[src/rtl/burst_check_pkg.sv]
// Shared types and default sizing for the burst check engine.
package burst_check_pkg;

  localparam int unsigned DATA_W_DEF  = 8;
  localparam int unsigned LEN_W_DEF   = 8;
  localparam int unsigned TIMEOUT_DEF = 16;

  typedef enum logic [1:0] {
    IDLE = 2'd0,
    RUN  = 2'd1,
    DONE = 2'd2
  } state_e;

endpackage

[src/rtl/burst_idle_timer.sv]
// Saturating count of consecutive beat-less RUN cycles; flags the cycle that reaches TIMEOUT.
module burst_idle_timer #(
  parameter int unsigned TIMEOUT = 16
) (
  input  logic clk,
  input  logic rst_n,
  input  logic clear,
  input  logic tick,
  output logic expired
);

  localparam int unsigned CW = $clog2(TIMEOUT + 1);

  logic [CW-1:0] cnt_q, cnt_d;

  always_comb begin
    cnt_d = cnt_q;
    if (clear) begin
      cnt_d = '0;
    end else if (tick && (cnt_q != CW'(TIMEOUT))) begin
      cnt_d = cnt_q + CW'(1);
    end
  end

  always_ff @(posedge clk or negedge rst_n) begin
    if (!rst_n) begin
      cnt_q <= '0;
    end else begin
      cnt_q <= cnt_d;
    end
  end

  // Flags the threshold in the same cycle so the FSM finishes after exactly TIMEOUT idle cycles.
  assign expired = tick && !clear && (cnt_d == CW'(TIMEOUT));

endmodule

[src/rtl/burst_check_engine.sv]
// Burst transfer engine: checks a beat stream against an incrementing pattern and
// drives the valid/done/data_ok handshake with a timeout-guaranteed finish.
module burst_check_engine
  import burst_check_pkg::*;
#(
  parameter int unsigned DATA_W  = DATA_W_DEF,
  parameter int unsigned LEN_W   = LEN_W_DEF,
  parameter int unsigned TIMEOUT = TIMEOUT_DEF
) (
  input  logic              clk,
  input  logic              rst_n,
  input  logic              start,
  input  logic [LEN_W-1:0]  len,
  input  logic [DATA_W-1:0] seed,
  input  logic              beat_valid,
  input  logic [DATA_W-1:0] beat_data,
  output logic              valid,
  output logic              done,
  output logic              data_ok,
  output logic              err_mismatch,
  output logic              err_timeout,
  output logic [LEN_W-1:0]  beat_cnt
);

  state_e            state_q, state_d;
  logic              valid_q, valid_d;
  logic              done_q, done_d;
  logic              data_ok_q, data_ok_d;
  logic              err_mm_q, err_mm_d;
  logic              err_to_q, err_to_d;
  logic [LEN_W-1:0]  beat_cnt_q, beat_cnt_d;
  logic [LEN_W-1:0]  len_q, len_d;
  logic [DATA_W-1:0] exp_q, exp_d;

  logic timer_clear;
  logic timer_tick;
  logic timer_expired;

  assign timer_clear = (state_q != RUN) || beat_valid;
  assign timer_tick  = (state_q == RUN) && !beat_valid;

  burst_idle_timer #(
    .TIMEOUT (TIMEOUT)
  ) u_idle_timer (
    .clk     (clk),
    .rst_n   (rst_n),
    .clear   (timer_clear),
    .tick    (timer_tick),
    .expired (timer_expired)
  );

  // Next-state and registered-output logic.
  always_comb begin
    state_d    = state_q;
    valid_d    = valid_q;
    done_d     = 1'b0;
    data_ok_d  = data_ok_q;
    err_mm_d   = err_mm_q;
    err_to_d   = err_to_q;
    beat_cnt_d = beat_cnt_q;
    len_d      = len_q;
    exp_d      = exp_q;

    unique case (state_q)
      IDLE: begin
        valid_d   = 1'b0;
        data_ok_d = 1'b0;
        if (start && (len != '0)) begin
          state_d    = RUN;
          valid_d    = 1'b1;
          data_ok_d  = 1'b1;
          err_mm_d   = 1'b0;
          err_to_d   = 1'b0;
          beat_cnt_d = '0;
          len_d      = len;
          exp_d      = seed;
        end
      end

      RUN: begin
        if (beat_valid) begin
          exp_d      = exp_q + DATA_W'(1);
          beat_cnt_d = beat_cnt_q + LEN_W'(1);
          if (beat_data != exp_q) begin
            data_ok_d = 1'b0;
            err_mm_d  = 1'b1;
          end
          if ((beat_cnt_q + LEN_W'(1)) == len_q) begin
            state_d = DONE;
            done_d  = 1'b1;
          end
        end else if (timer_expired) begin
          state_d   = DONE;
          done_d    = 1'b1;
          data_ok_d = 1'b0;
          err_to_d  = 1'b1;
        end
      end

      DONE: begin
        state_d   = IDLE;
        valid_d   = 1'b0;
        data_ok_d = 1'b0;
      end

      default: begin
        state_d   = IDLE;
        valid_d   = 1'b0;
        data_ok_d = 1'b0;
      end
    endcase
  end

  always_ff @(posedge clk or negedge rst_n) begin
    if (!rst_n) begin
      state_q    <= IDLE;
      valid_q    <= 1'b0;
      done_q     <= 1'b0;
      data_ok_q  <= 1'b0;
      err_mm_q   <= 1'b0;
      err_to_q   <= 1'b0;
      beat_cnt_q <= '0;
      len_q      <= '0;
      exp_q      <= '0;
    end else begin
      state_q    <= state_d;
      valid_q    <= valid_d;
      done_q     <= done_d;
      data_ok_q  <= data_ok_d;
      err_mm_q   <= err_mm_d;
      err_to_q   <= err_to_d;
      beat_cnt_q <= beat_cnt_d;
      len_q      <= len_d;
      exp_q      <= exp_d;
    end
  end

  assign valid        = valid_q;
  assign done         = done_q;
  assign data_ok      = data_ok_q;
  assign err_mismatch = err_mm_q;
  assign err_timeout  = err_to_q;
  assign beat_cnt     = beat_cnt_q;

endmodule

[config.mk]
export PLATFORM = sky130hd
export DESIGN_NAME = burst_check_engine
export DESIGN_NICKNAME = d
export VERILOG_FILES = /design/src/rtl/burst_check_pkg.sv /design/src/rtl/burst_idle_timer.sv /design/src/rtl/burst_check_engine.sv
export SDC_FILE = /design/constraint.sdc
export NUM_CORES = 1
export LEC_CHECK = 0
export CORE_AREA = 5 5 83 66
export DETAILED_ROUTE_END_ITERATION = 10
export DIE_AREA = 0 0 88 71
export HOLD_SLACK_MARGIN = 0.15
export PLACE_DENSITY = 0.73
export REMOVE_ABC_BUFFERS = 1
export SYNTH_ARGS = -nofsm -noshare
export SYNTH_HDL_FRONTEND = slang
export SYNTH_SLANG_ARGS = --single-unit
[constraint.sdc]
create_clock -name clk -period 2 [get_ports clk]
set_input_delay 0.4 -clock clk [delete_from_list [all_inputs] [get_ports clk]]
set_output_delay 0.4 -clock clk [all_outputs]
set_load 0.01 [all_outputs]
==> flow_summary.yaml <==
place:
  finalWeightedCongestion: 0.814
  port_buffers: 40
  preCtsSetupSlack_ns: -0.299
  hpwlAfterDp_um: 3600
drt:
  drtIter0Drc: 52
  wl_per_cell_um: 14.4
  ant_nets: 0
  vias: 1749
  dr.pass1.iters: 4
  wirelength_um: 4770
  drc: 0
  routed_via_density: 5.28
logic_synthesis:
  synth_seq_cells: 36
  synthArstFlopShare: 1.00
  synthesis.instances: 213
  yosysTopAreaCell: "dfrtp_1"
  synth_warnings: 0
  yosysMostFrequentCell: "dfrtp_1"
  synth_top_area_frac: 0.431
  netlist_area_um2: 2090
  synthFlopType: "dfrtp_1"
  ys_seq_area_frac: 0.431
  synth.distinct_cells: 45
  yosys-top-cells-area: "dfrtp_1 43%, xnor2_1 7.5%, nor2_1 3.2%"
  synth_edf_count: 0
  synthTopCellsByCount: "36 x dfrtp_1, 18 x nor2_1, 18 x xnor2_1"
  synth.avg_cell_area_um2: 9.82
global_routing:
  track_usage: 0.169
  gr-total-overflow: 0
  grt_max_degree: 37
  grt_pass1_wl_um: 8310
  grt_pass1_vias: 1762
  antenna_found_initial: 0
pwr:
  vdd_drop_max_mv: 0.690
  comb_power_share: 0.430
  clkPwrFrac: 0.170
  switching_share: 0.371
  power.density_nw_per_um2: 1140
  switchingPower_uw: 1170
  intPower_uw: 1990
  p_leak_uw: 0.00121
  pwr-share-seq: 0.400
critical_path:
  endpoint_kind: "flop"
  cp.required_ns: 2.18
  regToRegEndpoint: "data_ok"
  r2r_setup_slack_ns: 0.17
  crit_fanout: 6
  rr_worst_depth: 7
  crit_type: "in2reg"
  critPathLaunchType: "primary input"
  reg2reg_from: "u_idle_timer.cnt_q[0]"
  critPathArrivalTime_ns: 2.14
floorplan:
  die_area_um2: 6250
  die_w_um: 88
  dieHeight_um: 71
  rows: 22
  start_util: 0.449
  io_pins: 41
  core-area_um2: 4650
timing:
  min_period_ns: 1.96
  fin_worst_skew_ns: 0.0108
  drv_slew: 0
  setup-violations-final: 0
  worst_slew_pin_slew_ns: 0.443
  fin_ws_ns: 0.0441
  hold_viol: 0
  finalCritPeriodShare: 0.978
  max_freq_mhz: 511
  max_slew_margin: 0.705
layout:
  layout.nets: 302
  finish.utilization: 0.598
  syn_to_final_growth_pct: 33.0
  fill_cells: 398
  layout-drive-gt1-share: 0.177
  diodes: 0
clock_network:
  clock_latency_ns: 0.29
  cts_post_setup_buffers_inserted: 0
  cts-root-buf: "clkbuf_8"
  htree_levels: 2
  cts_tree: "yes"
  cts_buffers: 5
  clkTransAtPathRegs_ns: 0.08
  holdBufCountCts: 0
  clock_path_buffers: 2
  clkSinkCount: 36
hold_path:
  hold_start: "len[3]"
  hold_end: "len_q[3]"
  hold_path.class: "in2reg"
  whs_path_depth: 2
run_status:
  status: "completed"
flow_run:
  maxCapViolations: 0
## critical path, stage by stage
cell	delay [ns]
clkdlybuf4s50_1	0.42
or4_4	0.55
o211ai_2	0.23
buf_4	0.20
mux2_2	0.33
## layout by cell type, fill, tap and decap left out, types with 2 or more instances in the layout
master / count
clkdlybuf4s50_1: 38
dfrtp_1: 36
xnor2_1: 18
buf_4: 18
nor2_1: 17
nand3_1: 13
nand2_1: 13
a21oi_1: 11
o21ai_1: 11
o21ai_0: 8
nand4_1: 6
clkbuf_8: 6
xor2_1: 5
nand2b_1: 4
inv_1: 4
and3_1: 4
mux2_4: 4
mux2_2: 4
ha_1: 4
nor3_1: 3
mux2i_1: 3
o22ai_1: 3
and2_1: 2
nor2b_1: 2
a31oi_1: 2
a41o_1: 2
or4_4: 2
a21o_1: 2
o41ai_1: 2
o31ai_1: 2
clkinv_2: 2
dlymetal6s2s_1: 2
## sequential cells by signal (all words and copies together), names as in the netlist
signal	count
exp_q	8
beat_cnt	8
data_ok	1
done	1
err_mismatch	1
valid	1
len_q	8
err_timeout	1
state_q	2
u_idle_timer.cnt_q	5
## timing repair
item / in CTS / in global routing
cloned: 0 / 0
gates resized for setup: 1 / 9
pin swaps: 1 / 3
endpoints found under the setup margin: 1 / 15
## worst max path at each step
stage / startpoint / endpoint
floorplan: state_q[1] / exp_q[0]
global placement: len[1] / len_q[7]
detailed placement: len[1] / beat_cnt[6]
CTS: len[1] / beat_cnt[6]
global route: len[0] / exp_q[4]
finish: len[4] / len_q[7]
## layer usage
layer,vias to the layer above,GRT usage,part of all wire
met4,0,0.0460,0.016
met5,-,0,0
met1,815,0.233,0.48
li1,887,-,-
met2,38,0.266,0.46
met3,9,0.0384,0.040
## final cells by class
| type | count | area [um2] | area share |
|---|---|---|---|
| well taps | 60 | 75.1 | 0.0270 |
| multi-input cells | 164 | 1140 | 0.412 |
| inverters | 4 | 15.0 | 0.00540 |
| clock buffers | 6 | 82.6 | 0.0297 |
| flip-flops and latches | 36 | 901 | 0.324 |
| clock inverters | 2 | 10.0 | 0.00360 |
| repair buffers | 59 | 552 | 0.198 |
## cells by family (layout without fill, tap and decap cells)
group,Yosys count,in the layout,share of synthesized area
muxes,11,11,0.0646
buffers and inverters,13,71,0.0317
AOI/OAI and AO/OA,55,55,0.181
and+or+nand+nor,71,71,0.171
DFF,36,36,0.431
adders and majority gates,4,4,0.0239
xor gates and xnor gates,23,23,0.0963
## through the flow
step | power (uW) | setup TNS, ns | hold WS [ns] | cell area, um2 | instances
final | 3170 | 0 | 0.400 | 2780 | 331
after global routing | 3430 | -0.00263 | 0.421 | 2780 | 331
after CTS | 3170 | 0 | 0.491 | 2760 | 331
after detailed placement | 2620 | -6.57 | 0.464 | 2660 | 323
after global placement | 2590 | -6.02 | 0.469 | 2660 | 323
after floorplan | 2110 | -8.82 | 0.104 | 2040 | 204
## power by group through the flow
stage	registers, uW	logic, uW	clock network (uW)
2_1_floorplan	1240	871	0
3_3_place_gp	1270	1320	0
3_5_place_dp	1270	1350	0
4_1_cts	1270	1350	554
5_1_grt	1310	1530	591
6_report	1270	1360	537
Power figures use the tool's default switching activity.
